File: src/rtl/soc_system_step_gen_pkg.sv
// Shared types and constants for the stepper step/direction generator.
package soc_system_step_gen_pkg;

  // Move sequencer states.
  typedef enum logic [1:0] {
    ST_IDLE  = 2'd0,
    ST_SETUP = 2'd1,
    ST_HIGH  = 2'd2,
    ST_LOW   = 2'd3
  } state_t;

  // Avalon-MM word addresses.
  localparam logic [1:0] ADDR_CTRL  = 2'd0;
  localparam logic [1:0] ADDR_HALF  = 2'd1;
  localparam logic [1:0] ADDR_COUNT = 2'd2;
  localparam logic [1:0] ADDR_ABORT = 2'd3;

  // CTRL/STATUS bit positions.
  localparam int CTRL_DIR_BIT  = 0;
  localparam int CTRL_EN_BIT   = 1;
  localparam int CTRL_BUSY_BIT = 2;
  localparam int CTRL_DONE_BIT = 3;

endpackage

File: src/rtl/soc_system_step_phase_timer.sv
// Loadable down-counter timing one sequencer phase. Loading value V (V >= 1)
// on an edge makes expire high during the cycle before the V-th edge after it,
// so a consumer that acts on expire changes phase exactly V edges later.
module soc_system_step_phase_timer #(
  parameter int PERIOD_W = 16
) (
  input  logic                clk,
  input  logic                reset,
  input  logic                load,
  input  logic [PERIOD_W-1:0] value,
  output logic                expire
);

  logic [PERIOD_W-1:0] cnt;
  logic                running;

  assign expire = running && (cnt == '0);

  // Count down the loaded phase length; stop after the single expire cycle.
  always_ff @(posedge clk) begin
    if (reset) begin
      cnt     <= '0;
      running <= 1'b0;
    end else if (load) begin
      cnt     <= value - PERIOD_W'(1);
      running <= 1'b1;
    end else if (running) begin
      if (cnt == '0) begin
        running <= 1'b0;
      end else begin
        cnt <= cnt - PERIOD_W'(1);
      end
    end
  end

endmodule

File: src/rtl/soc_system_step_gen.sv
// Avalon-MM step/direction pulse generator for one stepper axis.
module soc_system_step_gen
  import soc_system_step_gen_pkg::*;
#(
  parameter int COUNT_W   = 16,
  parameter int PERIOD_W  = 16,
  parameter int DIR_SETUP = 4
) (
  input  logic        clk,
  input  logic        reset,
  input  logic [1:0]  address,
  input  logic        chipselect,
  input  logic        write,
  input  logic [31:0] writedata,
  output logic [31:0] readdata,
  output logic        step_out,
  output logic        dir_out,
  output logic        enable_out
);

  state_t              state;
  state_t              state_nxt;
  logic                dir_reg;
  logic                done;
  logic [PERIOD_W-1:0] half;
  logic [PERIOD_W-1:0] half_eff;
  logic [COUNT_W-1:0]  remaining;
  logic [COUNT_W-1:0]  steps_done;
  logic                busy;
  logic                wr_ctrl, wr_half, wr_count, wr_abort;
  logic                start, abort;
  logic                tmr_load, tmr_expire;
  logic [PERIOD_W-1:0] tmr_value;
  logic                step_fall, finish;
  logic [31:0]         ctrl_word;
  logic                unused_wd;

  assign unused_wd = &{1'b0, writedata};

  assign wr_ctrl  = chipselect && write && (address == ADDR_CTRL);
  assign wr_half  = chipselect && write && (address == ADDR_HALF);
  assign wr_count = chipselect && write && (address == ADDR_COUNT);
  assign wr_abort = chipselect && write && (address == ADDR_ABORT);

  assign busy     = (state != ST_IDLE);
  assign half_eff = (half == '0) ? PERIOD_W'(1) : half;
  // Clearing enable during a move stops it the same way an ABORT write does.
  assign abort    = wr_abort || (wr_ctrl && busy && !writedata[CTRL_EN_BIT]);
  assign start    = wr_count && !busy && enable_out && (writedata[COUNT_W-1:0] != '0);

  soc_system_step_phase_timer #(.PERIOD_W(PERIOD_W)) u_timer (
    .clk    (clk),
    .reset  (reset),
    .load   (tmr_load),
    .value  (tmr_value),
    .expire (tmr_expire)
  );

  // State register.
  always_ff @(posedge clk) begin
    if (reset) begin
      state <= ST_IDLE;
    end else begin
      state <= state_nxt;
    end
  end

  // Next-state decode plus phase-timer reload and step bookkeeping strobes.
  always_comb begin
    state_nxt = state;
    tmr_load  = 1'b0;
    tmr_value = half_eff;
    step_fall = 1'b0;
    finish    = 1'b0;
    if (abort) begin
      state_nxt = ST_IDLE;
    end else begin
      case (state)
        ST_IDLE: begin
          if (start && (DIR_SETUP == 0)) begin
            state_nxt = ST_HIGH;
            tmr_load  = 1'b1;
          end else if (start) begin
            state_nxt = ST_SETUP;
            tmr_load  = 1'b1;
            tmr_value = PERIOD_W'(DIR_SETUP);
          end else begin
            state_nxt = ST_IDLE;
          end
        end
        ST_SETUP: begin
          if (tmr_expire) begin
            state_nxt = ST_HIGH;
            tmr_load  = 1'b1;
          end else begin
            state_nxt = ST_SETUP;
          end
        end
        ST_HIGH: begin
          if (tmr_expire) begin
            state_nxt = ST_LOW;
            tmr_load  = 1'b1;
            step_fall = 1'b1;
          end else begin
            state_nxt = ST_HIGH;
          end
        end
        ST_LOW: begin
          if (tmr_expire && (remaining != '0)) begin
            state_nxt = ST_HIGH;
            tmr_load  = 1'b1;
          end else if (tmr_expire) begin
            state_nxt = ST_IDLE;
            finish    = 1'b1;
          end else begin
            state_nxt = ST_LOW;
          end
        end
        default: begin
          state_nxt = ST_IDLE;
        end
      endcase
    end
  end

  // Register file, move counters and the done flag (set beats W1C clear).
  always_ff @(posedge clk) begin
    if (reset) begin
      dir_reg    <= 1'b0;
      enable_out <= 1'b0;
      dir_out    <= 1'b0;
      half       <= PERIOD_W'(1);
      remaining  <= '0;
      steps_done <= '0;
      done       <= 1'b0;
    end else begin
      if (wr_ctrl) begin
        dir_reg    <= writedata[CTRL_DIR_BIT];
        enable_out <= writedata[CTRL_EN_BIT];
      end
      if (wr_half && !busy) begin
        half <= writedata[PERIOD_W-1:0];
      end
      if (start) begin
        dir_out    <= dir_reg;
        remaining  <= writedata[COUNT_W-1:0];
        steps_done <= '0;
      end else if (abort) begin
        remaining <= '0;
      end else if (step_fall) begin
        remaining  <= remaining - COUNT_W'(1);
        steps_done <= steps_done + COUNT_W'(1);
      end
      if (start) begin
        done <= 1'b0;
      end else if (abort || finish) begin
        done <= 1'b1;
      end else if (wr_ctrl && writedata[CTRL_DONE_BIT]) begin
        done <= 1'b0;
      end
    end
  end

  // Step pin follows the HIGH phase one edge later; an abort drops it at once.
  always_ff @(posedge clk) begin
    if (reset) begin
      step_out <= 1'b0;
    end else begin
      step_out <= (state == ST_HIGH) && !abort;
    end
  end

  // Assemble the CTRL/STATUS read word.
  always_comb begin
    ctrl_word                = '0;
    ctrl_word[CTRL_DIR_BIT]  = dir_out;
    ctrl_word[CTRL_EN_BIT]   = enable_out;
    ctrl_word[CTRL_BUSY_BIT] = busy;
    ctrl_word[CTRL_DONE_BIT] = done;
  end

  // Registered read mux, refreshed every edge from address.
  always_ff @(posedge clk) begin
    if (reset) begin
      readdata <= '0;
    end else begin
      case (address)
        ADDR_CTRL:  readdata <= ctrl_word;
        ADDR_HALF:  readdata <= 32'(half);
        ADDR_COUNT: readdata <= 32'(remaining);
        ADDR_ABORT: readdata <= 32'(steps_done);
        default:    readdata <= '0;
      endcase
    end
  end

endmodule
File: config.mk
export PLATFORM = sky130hd
export DESIGN_NAME = soc_system_step_gen
export DESIGN_NICKNAME = d
export VERILOG_FILES = /design/src/rtl/soc_system_step_gen_pkg.sv /design/src/rtl/soc_system_step_phase_timer.sv /design/src/rtl/soc_system_step_gen.sv
export SDC_FILE = /design/constraint.sdc
export NUM_CORES = 1
export LEC_CHECK = 0
export ABC_AREA = 0
export CAP_MARGIN = 20
export CELL_PAD_IN_SITES_DETAIL_PLACEMENT = 1
export CELL_PAD_IN_SITES_GLOBAL_PLACEMENT = 1
export CORE_MARGIN = 1.5
export CORE_UTILIZATION = 44
export DETAILED_ROUTE_END_ITERATION = 6
export GPL_ROUTABILITY_DRIVEN = 0
export GPL_TIMING_DRIVEN = 0
export PLACE_DENSITY = 0.84
export SKIP_CTS_REPAIR_TIMING = 1
export SLEW_MARGIN = 20
export SYNTH_ARGS = -nofsm -noshare
export SYNTH_HDL_FRONTEND = slang
export SYNTH_SLANG_ARGS = --single-unit
File: constraint.sdc
create_clock -name clk -period 9.9 [get_ports clk]
set_input_delay 1.98 -clock clk [delete_from_list [all_inputs] [get_ports clk]]
set_output_delay 1.98 -clock clk [all_outputs]
set_load 0.005 [all_outputs]
Word-level counts from Yosys, hierarchy flattened. Index checks and enable logic that the tools add are counted.

Logic and storage cells: 91. Input port bits: 38. Register bits after elaboration: 104. Output and inout bits: 35.

Mux-type cells: 32. Reductions and logical operators: 35. Bitwise logic cells: 1. Equality and inequality tests: 7. $add $sub $neg: 4.

Operator list (number): $mux 16 (10); $pmux 32 s4 (1); $sub 16x1->16 const B (3); $logic_not 16->1 (2); $reduce_bool 16->1 (2); $add 16x1->16 const B (1); $mux 1 (16); $logic_and 1x1->1 (15); $eq 2x2->1 const B (4); $pmux 2 s4 (1); $mux 2 (3); $reduce_bool 2->1 (3); $reduce_or 2->1 (3); $eq 2x1->1 const B (2); $logic_not 2->1 (2); $reduce_and 2->1 (2); $logic_not 1->1 (3); $pmux 1 s3 (1); $reduce_bool 3->1 (1); $logic_or 1x1->1 (2); $ne 2x2->1 const B (1); $not 1->1 (1).

Logic depth before layout (Yosys ltp). Gate-level depths: netlist of run 1.

Depth in word-level cells: 10. Depth in mapped cells: 14. Mapped depth without buffers: 12.

By module. A second synthesis of run 1 with hierarchy kept.

Cell total of the unflattened synthesis: 622. Area, all modules: 5144.9 µm².

Modules (own cells, without submodules): soc_system_step_gen (times used 1, cells an instance 455, sequential area each 1421.4 µm², area each 3777.4 µm²); soc_system_step_phase_timer (times used 1, cells an instance 167, sequential area each 340.3 µm², area each 1367.6 µm²).

Worst setup path before layout of run 1. No wires, ideal clock.

Kind: input-to-reg. Start: input address[1]. End: register u_timer.cnt[14]. Path buffers: 3. Setup slack: 5.205 ns. Cell stages on the path: 13. Data required time: 9.752 ns. Arrival: 4.546 ns. Cell sequence: clkbuf_1 -> nand4b_1 -> nor3_1 -> and2_1 -> clkbuf_1 -> o21ai_1 -> clkbuf_1 -> a22oi_1 -> ha_1 -> inv_1 -> a21oi_1 -> and4_1 -> o31ai_1.

Cells in the longest elaborated chain, start to end: 10. Elaborated cells on any way between the ends: 23. Classes of those cells: add/sub (1); eq/ne (3); mux (7); reduce/logical (12).

Ends and longest elaborated chain: start: declaration (RTL line soc_system_step_gen.sv:11) `input logic [1:0] address,`; $eq 2x2->1 (RTL line soc_system_step_gen.sv:42) `assign wr_count = chipselect && write && (address == ADDR_COUNT);`; $logic_and 1x1->1 (RTL line soc_system_step_gen.sv:42); $logic_and 1x1->1 (3 in a row) (RTL line soc_system_step_gen.sv:49) `assign start = wr_count && !busy && enable_out && (writedata[COUNT_W-1:0] != '0);`; $mux 16 / $mux 1 (equally long branches) (RTL line soc_system_step_gen.sv:83) `end else if (start) begin`; $mux 16 / $pmux 1 s3 (equally long branches) (RTL line soc_system_step_gen.sv:78) `case (state)`; $mux 16 / $mux 1 (equally long branches) (RTL line soc_system_step_gen.sv:75) `if (abort) begin`; $sub 16x1->16, or another cell as far along (RTL line soc_system_step_phase_timer.sv:25) `cnt <= value - PERIOD_W'(1);`; $mux 16 / $reduce_and 2->1 (equally long branches); end signal: assignment (RTL line soc_system_step_phase_timer.sv:25); end signal: assignment (RTL line soc_system_step_phase_timer.sv:31) `cnt <= cnt - PERIOD_W'(1);`; end: declaration (RTL line soc_system_step_phase_timer.sv:14) `logic [PERIOD_W-1:0] cnt;`.

Parallel ways exist; a longest one is shown, timed or not. A chain may end at the register's enable or synchronous reset.

Final worst setup path of run 1. Same ends and word-level chain as after synthesis.

==> impl_metrics.env, run 1 <==
export IMPL_fmax_mhz=165
export IMPL_die_h_um=109
export IMPL_power_leakage_nw=2.15
export IMPL_synth_edf_count=0
export IMPL_ys_types=63
export IMPL_synth_avg_cell_area_um2=8.04
export IMPL_rsz0062_at_grt="no"
export IMPL_design_area_mm2=0.00576
export IMPL_dp_hpwl_mm=13.4
export IMPL_grt_max_degree=16
export IMPL_overflow=0
export IMPL_die_area_mm2=0.0118
export IMPL_drv_slew=0
export IMPL_grt_pass1_wl_mm=27.4
export IMPL_routed_wl_mm=17.7
export IMPL_cp_data_required_time_ps=10130
export IMPL_drive_gt1_share_pct=9.56
export IMPL_clkTransAtPathRegs_ps=90
export IMPL_worstMarginPinSlew_ps=1040
export IMPL_intPower_uw=525
export IMPL_wl_per_cell_um=21.6
export IMPL_powerDensity_mw_per_mm2=125
export IMPL_path_common_cell="clkbuf_1"
export IMPL_drcViolationCount=0
export IMPL_crit_path_top_delay_cell="a21oi_1"
export IMPL_cp_top_family="buffers and inverters"
export IMPL_vias=5173
export IMPL_cts_root_buffer="clkbuf_8"
export IMPL_hold_class="reg2reg"
export IMPL_nets=721
export IMPL_hold_viol_final=0
export IMPL_setup_tns_ps=0
export IMPL_critical_path_class="in2reg"
export IMPL_fin_crit_sh_pct=61.2
export IMPL_drtIter0Drc=389
export IMPL_synthFlopType="dfxtp_1"
export IMPL_fin_skew_ps=14.7
export IMPL_combPwrFrac_pct=9.7
export IMPL_ir_worst_vdd_v=0.0000849
export IMPL_power_net_switching_uw=193
export IMPL_cp_arrival_ps=6300
export IMPL_synthToLayoutAreaGrowth_pct=17.4
export IMPL_synth_async_reset_ratio_pct=0
export IMPL_ioPinCount=73
export IMPL_drv_cap=0
export IMPL_crit_path_cell_trace="clkdlybuf4s50_1 -> clkbuf_1 -> nand4b_1 -> nor3_1 -> and2_1 -> clkbuf_1 -> o21ai_1 -> clkbuf_1 -> a2bb2oi_1 -> ha_1 -> inv_1 -> a21oi_1 -> and4_1 -> o31ai_1"
export IMPL_switching_share_pct=26.8
export IMPL_num_rows=38
export IMPL_coreArea_mm2=0.0108
export IMPL_drt_first_pass_iters=5
export IMPL_layout_min_cycle_time_ps=6060
export IMPL_cts_tree="yes"
export IMPL_start_util_pct=45.3
export IMPL_synth_seq_area_share_pct=35.9
export IMPL_antenna_found_initial=1
export IMPL_synth_area_mm2=0.00491
export IMPL_start_kind="input pin"
export IMPL_max_slew_margin_rel_pct=30.2
export IMPL_insertion_delay_ps=390
export IMPL_status="completed"
export IMPL_cts_buffers=9
export IMPL_clkPwrFrac_pct=39.7
export IMPL_pre_cts_slack_ps=3560
export IMPL_pwr_share_seq_pct=50.6
export IMPL_placed_cell_area_mm2=0.00554
export IMPL_cts_buffer_depth=2
export IMPL_cp_num_buf_inv=5
export IMPL_yosys_warnings=0
export IMPL_finalPower_uw=718
export IMPL_cts_htree_levels=3
export IMPL_ys_ff_latch=88
export IMPL_dp_cells=804
export IMPL_crit_path_end_kind="flop"
export IMPL_max_stage_delay_ps=620
export IMPL_fin_util_pct=53.2
export IMPL_drtAntennaViolNets=0
export IMPL_fp_dieW_um=109
export IMPL_first_global_vias=5086
export IMPL_vias_per_cell=6.30
export IMPL_cts_sinks=88
export IMPL_critPathMaxFanout=10
export IMPL_grtUsageTotal_pct=30.8
export IMPL_io_buffers=39
export IMPL_setup_slack_ps=3840
export IMPL_n_fill_cell=1354
export IMPL_postSynthCellCount=610
export IMPL_hold_ws_ps=474
export IMPL_fin_cells=821
export IMPL_setup_viol=0
[cells by family after synthesis]
group	Yosys count	synth area share (%)
other cells	1	0.0764
xor+xnor	19	3.39
mux	19	5.20
simple gates	259	25.8
buf+inv	56	5.81
flops	88	35.9
fa+ha+maj	8	2.04
compound gates	160	21.8
[layer usage]
layer / vias up / share of wire [%] / GRT usage, %
li1: 2344 / - / -
met2: 224 / 46 / 48.4
met5: - / 0 / 0
met3: 35 / 7.5 / 7.23
met1: 2570 / 44 / 40.3
met4: 0 / 2.9 / 13.1
[final timing paths]
kind,depth (start not counted),end,start,slack (ps)
worst max-delay path,14,u_timer.cnt[14],address[1],3840
worst min-delay path,2,dir_out,dir_reg,470
worst max register to register,12,u_timer.cnt[14],u_timer.cnt[3],5310
worst min register to register,2,dir_out,dir_reg,470
[final cells by class]
| class | count | area (µm²) | share of cell area [%] |
|---|---|---|---|
| Clock buffer | 12 | 165 | 2.87 |
| Multi-Input combinational cell | 481 | 2930 | 50.8 |
| Sequential cell | 88 | 1760 | 30.6 |
| Buffer | 43 | 236 | 4.10 |
| Antenna cell | 1 | 2.50 | 0.0434 |
| Inverter | 13 | 48.8 | 0.847 |
| Tap cell | 140 | 175 | 3.04 |
| Clock inverter | 4 | 56.3 | 0.977 |
| Timing Repair Buffer | 39 | 390 | 6.77 |
[power groups by stage]
stage                     clock [mW]  combinational, mW  sequential [mW]
after floorplan                    0             0.0400            0.369
after global placement             0             0.0650            0.371
after detailed placement           0             0.0674            0.371
after CTS                      0.287             0.0680            0.363
after global routing           0.302             0.0747            0.364
final                          0.285             0.0696            0.364
[worst reg2reg max path, cell delays in order (launching register included)]
cell	delay, ps
dfxtp_1	380
or4_4	590
or4_4	500
buf_6	150
a211oi_2	470
o21ai_1	380
clkbuf_1	380
a2bb2oi_1	300
ha_1	240
inv_1	70
a21oi_1	620
and4_1	310
o31ai_1	70
[synth_stat cells (4+ instances only)]
cell type | instances | share of area [%]
nand3_1 | 28 | 2.9
nor2_1 | 61 | 4.7
dfxtp_1 | 88 | 36
or3_1 | 9 | 1.1
buf_4 | 16 | 2.4
and2_1 | 12 | 1.5
nand2_1 | 74 | 5.7
ha_1 | 8 | 2.0
nor3_1 | 20 | 2.0
xnor2_1 | 10 | 1.8
a21oi_1 | 56 | 5.7
o21ai_0 | 19 | 1.9
clkbuf_1 | 24 | 1.8
mux2_2 | 12 | 2.8
a22oi_1 | 19 | 2.9
and3_1 | 12 | 1.5
a211oi_1 | 6 | 0.92
a221oi_1 | 5 | 0.89
nand4_1 | 7 | 0.89
inv_1 | 11 | 0.84
a31oi_1 | 10 | 1.3
nor4_1 | 14 | 1.8
mux4_2 | 4 | 1.8
xor2_1 | 9 | 1.6
or4_1 | 4 | 0.61
o211ai_1 | 7 | 1.1
[layout by cell type, fill, tap and decap left out, types with 7 or more instances in the layout]
cell             instances
dfxtp_1                 88
clkdlybuf4s50_1         39
xnor2_1                 10
clkbuf_1                24
o21ai_0                 19
nor2_1                  61
nand3_1                 28
nand4_1                  7
a21oi_1                 56
a22oi_1                 19
nor4_1                  14
nand2_1                 74
conb_1                  16
ha_1                     8
clkbuf_8                12
a31oi_1                 10
and3_1                  12
xor2_1                   9
mux2_2                  12
and2_1                  12
inv_1                   11
nor3_1                  18
buf_4                   16
or3_1                    9
o211ai_1                 7
(Power assumes the default switching activity.)
==> run 2: changes to the inputs <==
--- a/config.mk
+++ b/config.mk
@@ -10,11 +10,11 @@
 export CELL_PAD_IN_SITES_DETAIL_PLACEMENT = 1
 export CELL_PAD_IN_SITES_GLOBAL_PLACEMENT = 1
 export CORE_MARGIN = 1.5
-export CORE_UTILIZATION = 44
+export CORE_UTILIZATION = 37
 export DETAILED_ROUTE_END_ITERATION = 6
 export GPL_ROUTABILITY_DRIVEN = 0
 export GPL_TIMING_DRIVEN = 0
-export PLACE_DENSITY = 0.84
+export PLACE_DENSITY = 0.75
 export SKIP_CTS_REPAIR_TIMING = 1
 export SLEW_MARGIN = 20
 export SYNTH_ARGS = -nofsm -noshare
==> constraint.sdc (replaced) <==
create_clock -name clk -period 5.25 [get_ports clk]
set_input_delay 1.05 -clock clk [delete_from_list [all_inputs] [get_ports clk]]
set_output_delay 1.05 -clock clk [all_outputs]
set_load 0.005 [all_outputs]
==> impl_metrics.env, run 2 (synthesized netlist as in run 1, its figures left out) <==
export IMPL_cts_buffers=9
export IMPL_overflow=0
export IMPL_dp_hpwl_mm=13.6
export IMPL_wl_per_cell_um=21.1
export IMPL_cp_data_required_time_ps=5520
export IMPL_final_cell_mix="88 x dfxtp_1, 74 x nand2_1, 61 x nor2_1"
export IMPL_start_util_pct=38.4
export IMPL_crit_path_end_kind="flop"
export IMPL_coreArea_mm2=0.0128
export IMPL_drtIter0Drc=475
export IMPL_num_rows=41
export IMPL_fin_crit_sh_pct=94.1
export IMPL_first_global_vias=5095
export IMPL_ir_worst_vdd_v=0.000155
export IMPL_drv_cap=0
export IMPL_drive_gt1_share_pct=10.0
export IMPL_fin_skew_ps=6.86
export IMPL_power_leakage_nw=2.19
export IMPL_powerDensity_mw_per_mm2=257
export IMPL_multi_input_area_mm2=0.00294
export IMPL_die_h_um=118
export IMPL_vias_per_cell=5.99
export IMPL_worstSetupStartpoint="writedata[3]"
export IMPL_fmax_mhz=202
export IMPL_critical_path_class="in2reg"
export IMPL_drtAntennaViolNets=0
export IMPL_grtUsageTotal_pct=25.9
export IMPL_start_kind="input pin"
export IMPL_final_common_cell="dfxtp_1"
export IMPL_cts_root_buffer="clkbuf_16"
export IMPL_seq_area_mm2=0.00176
export IMPL_max_slew_margin_rel_pct=33.4
export IMPL_clkTransAtPathRegs_ps=70
export IMPL_placed_cell_area_mm2=0.00558
export IMPL_antenna_found_initial=0
export IMPL_finalPower_mw=1.52
export IMPL_n_fill_cell=1573
export IMPL_grt_pass1_wl_mm=28.2
export IMPL_ioPinCount=73
export IMPL_nets=721
export IMPL_synthToLayoutAreaGrowth_pct=20.3
export IMPL_setup_viol=0
export IMPL_grt_max_degree=17
export IMPL_hold_class="reg2reg"
export IMPL_die_area_mm2=0.0140
export IMPL_cts_sinks=88
export IMPL_cts_htree_levels=3
export IMPL_hold_viol_final=0
export IMPL_design_area_mm2=0.00590
export IMPL_routed_wl_mm=18.0
export IMPL_worstMarginPinSlew_ps=990
export IMPL_vias=5101
export IMPL_rsz0062_at_grt="no"
export IMPL_diodes=0
export IMPL_cts_buffer_depth=2
export IMPL_cts_tree="yes"
export IMPL_drv_slew=0
export IMPL_drt_first_pass_iters=5
export IMPL_cp_arrival_ps=5210
export IMPL_hp_start="dir_reg"
export IMPL_critPathMaxFanout=10
export IMPL_io_buffers=39
export IMPL_status="completed"
export IMPL_drcViolationCount=0
export IMPL_layout_min_cycle_time_ps=4940
export IMPL_worstReg2RegStart="u_timer.cnt[3]"
export IMPL_fp_dieW_um=118
export IMPL_insertion_delay_ps=360
-- run 2: final cells by class --
cell class | count | area share [%]
Clock buffer | 10 | 4.05
Timing Repair Buffer | 39 | 6.61
Clock inverter | 6 | 1.23
Inverter | 13 | 0.826
Tap cell | 172 | 3.64
Sequential cell | 88 | 29.8
Multi-Input combinational cell | 481 | 49.8
Buffer | 43 | 4.01
-- run 2: layer usage --
layer	routed length (µm)	GRT usage (%)	share of wire (%)	up-vias
li1	-	-	-	2352
met1	8160	35.7	45	2533
met2	8390	41.4	47	186
met3	1070	3.23	5.9	30
met4	392	9.91	2.2	0
met5	0	0	0	-
-- run 2: final timing paths --
check	slack, ps	cells after the start	to
setup / recovery	310	13	u_timer.cnt[4]
hold reg to reg	460	2	dir_out
setup reg to reg	870	12	u_timer.cnt[4]
hold / removal	460	2	dir_out
-- run 2: report_power, final --
part	internal (mW)	switching [mW]	total, mW
logic	0.0517	0.0804	0.132
clock network	0.390	0.310	0.700
registers	0.674	0.0109	0.685
-- run 2: worst max-delay path, cell delays in order --
cell,delay [ps]
clkdlybuf4s50_1,550
nor4_1,490
nand4_1,440
and2_1,290
clkbuf_1,150
o21ai_1,600
clkbuf_1,500
a2bb2oi_1,200
ha_1,280
inv_1,90
a21oi_2,100
a32o_1,270
a211oi_1,190
-- run 2: stage by stage --
| step | setup TNS (ps) | cells | util [%] | hold slack, ps | setup slack (ps) |
|---|---|---|---|---|---|
| global placement | -295 | 836 | 43.6 | 440 | -97.4 |
| detailed placement | -916 | 836 | 43.7 | 451 | -224 |
| CTS | 0 | 852 | 46.1 | 460 | 153 |
| global route | 0 | 852 | 46.2 | 478 | 6.07 |
| finish | 0 | 852 | 46.2 | 460 | 309 |
| floorplan | 0 | 625 | - | 431 | 1490 |
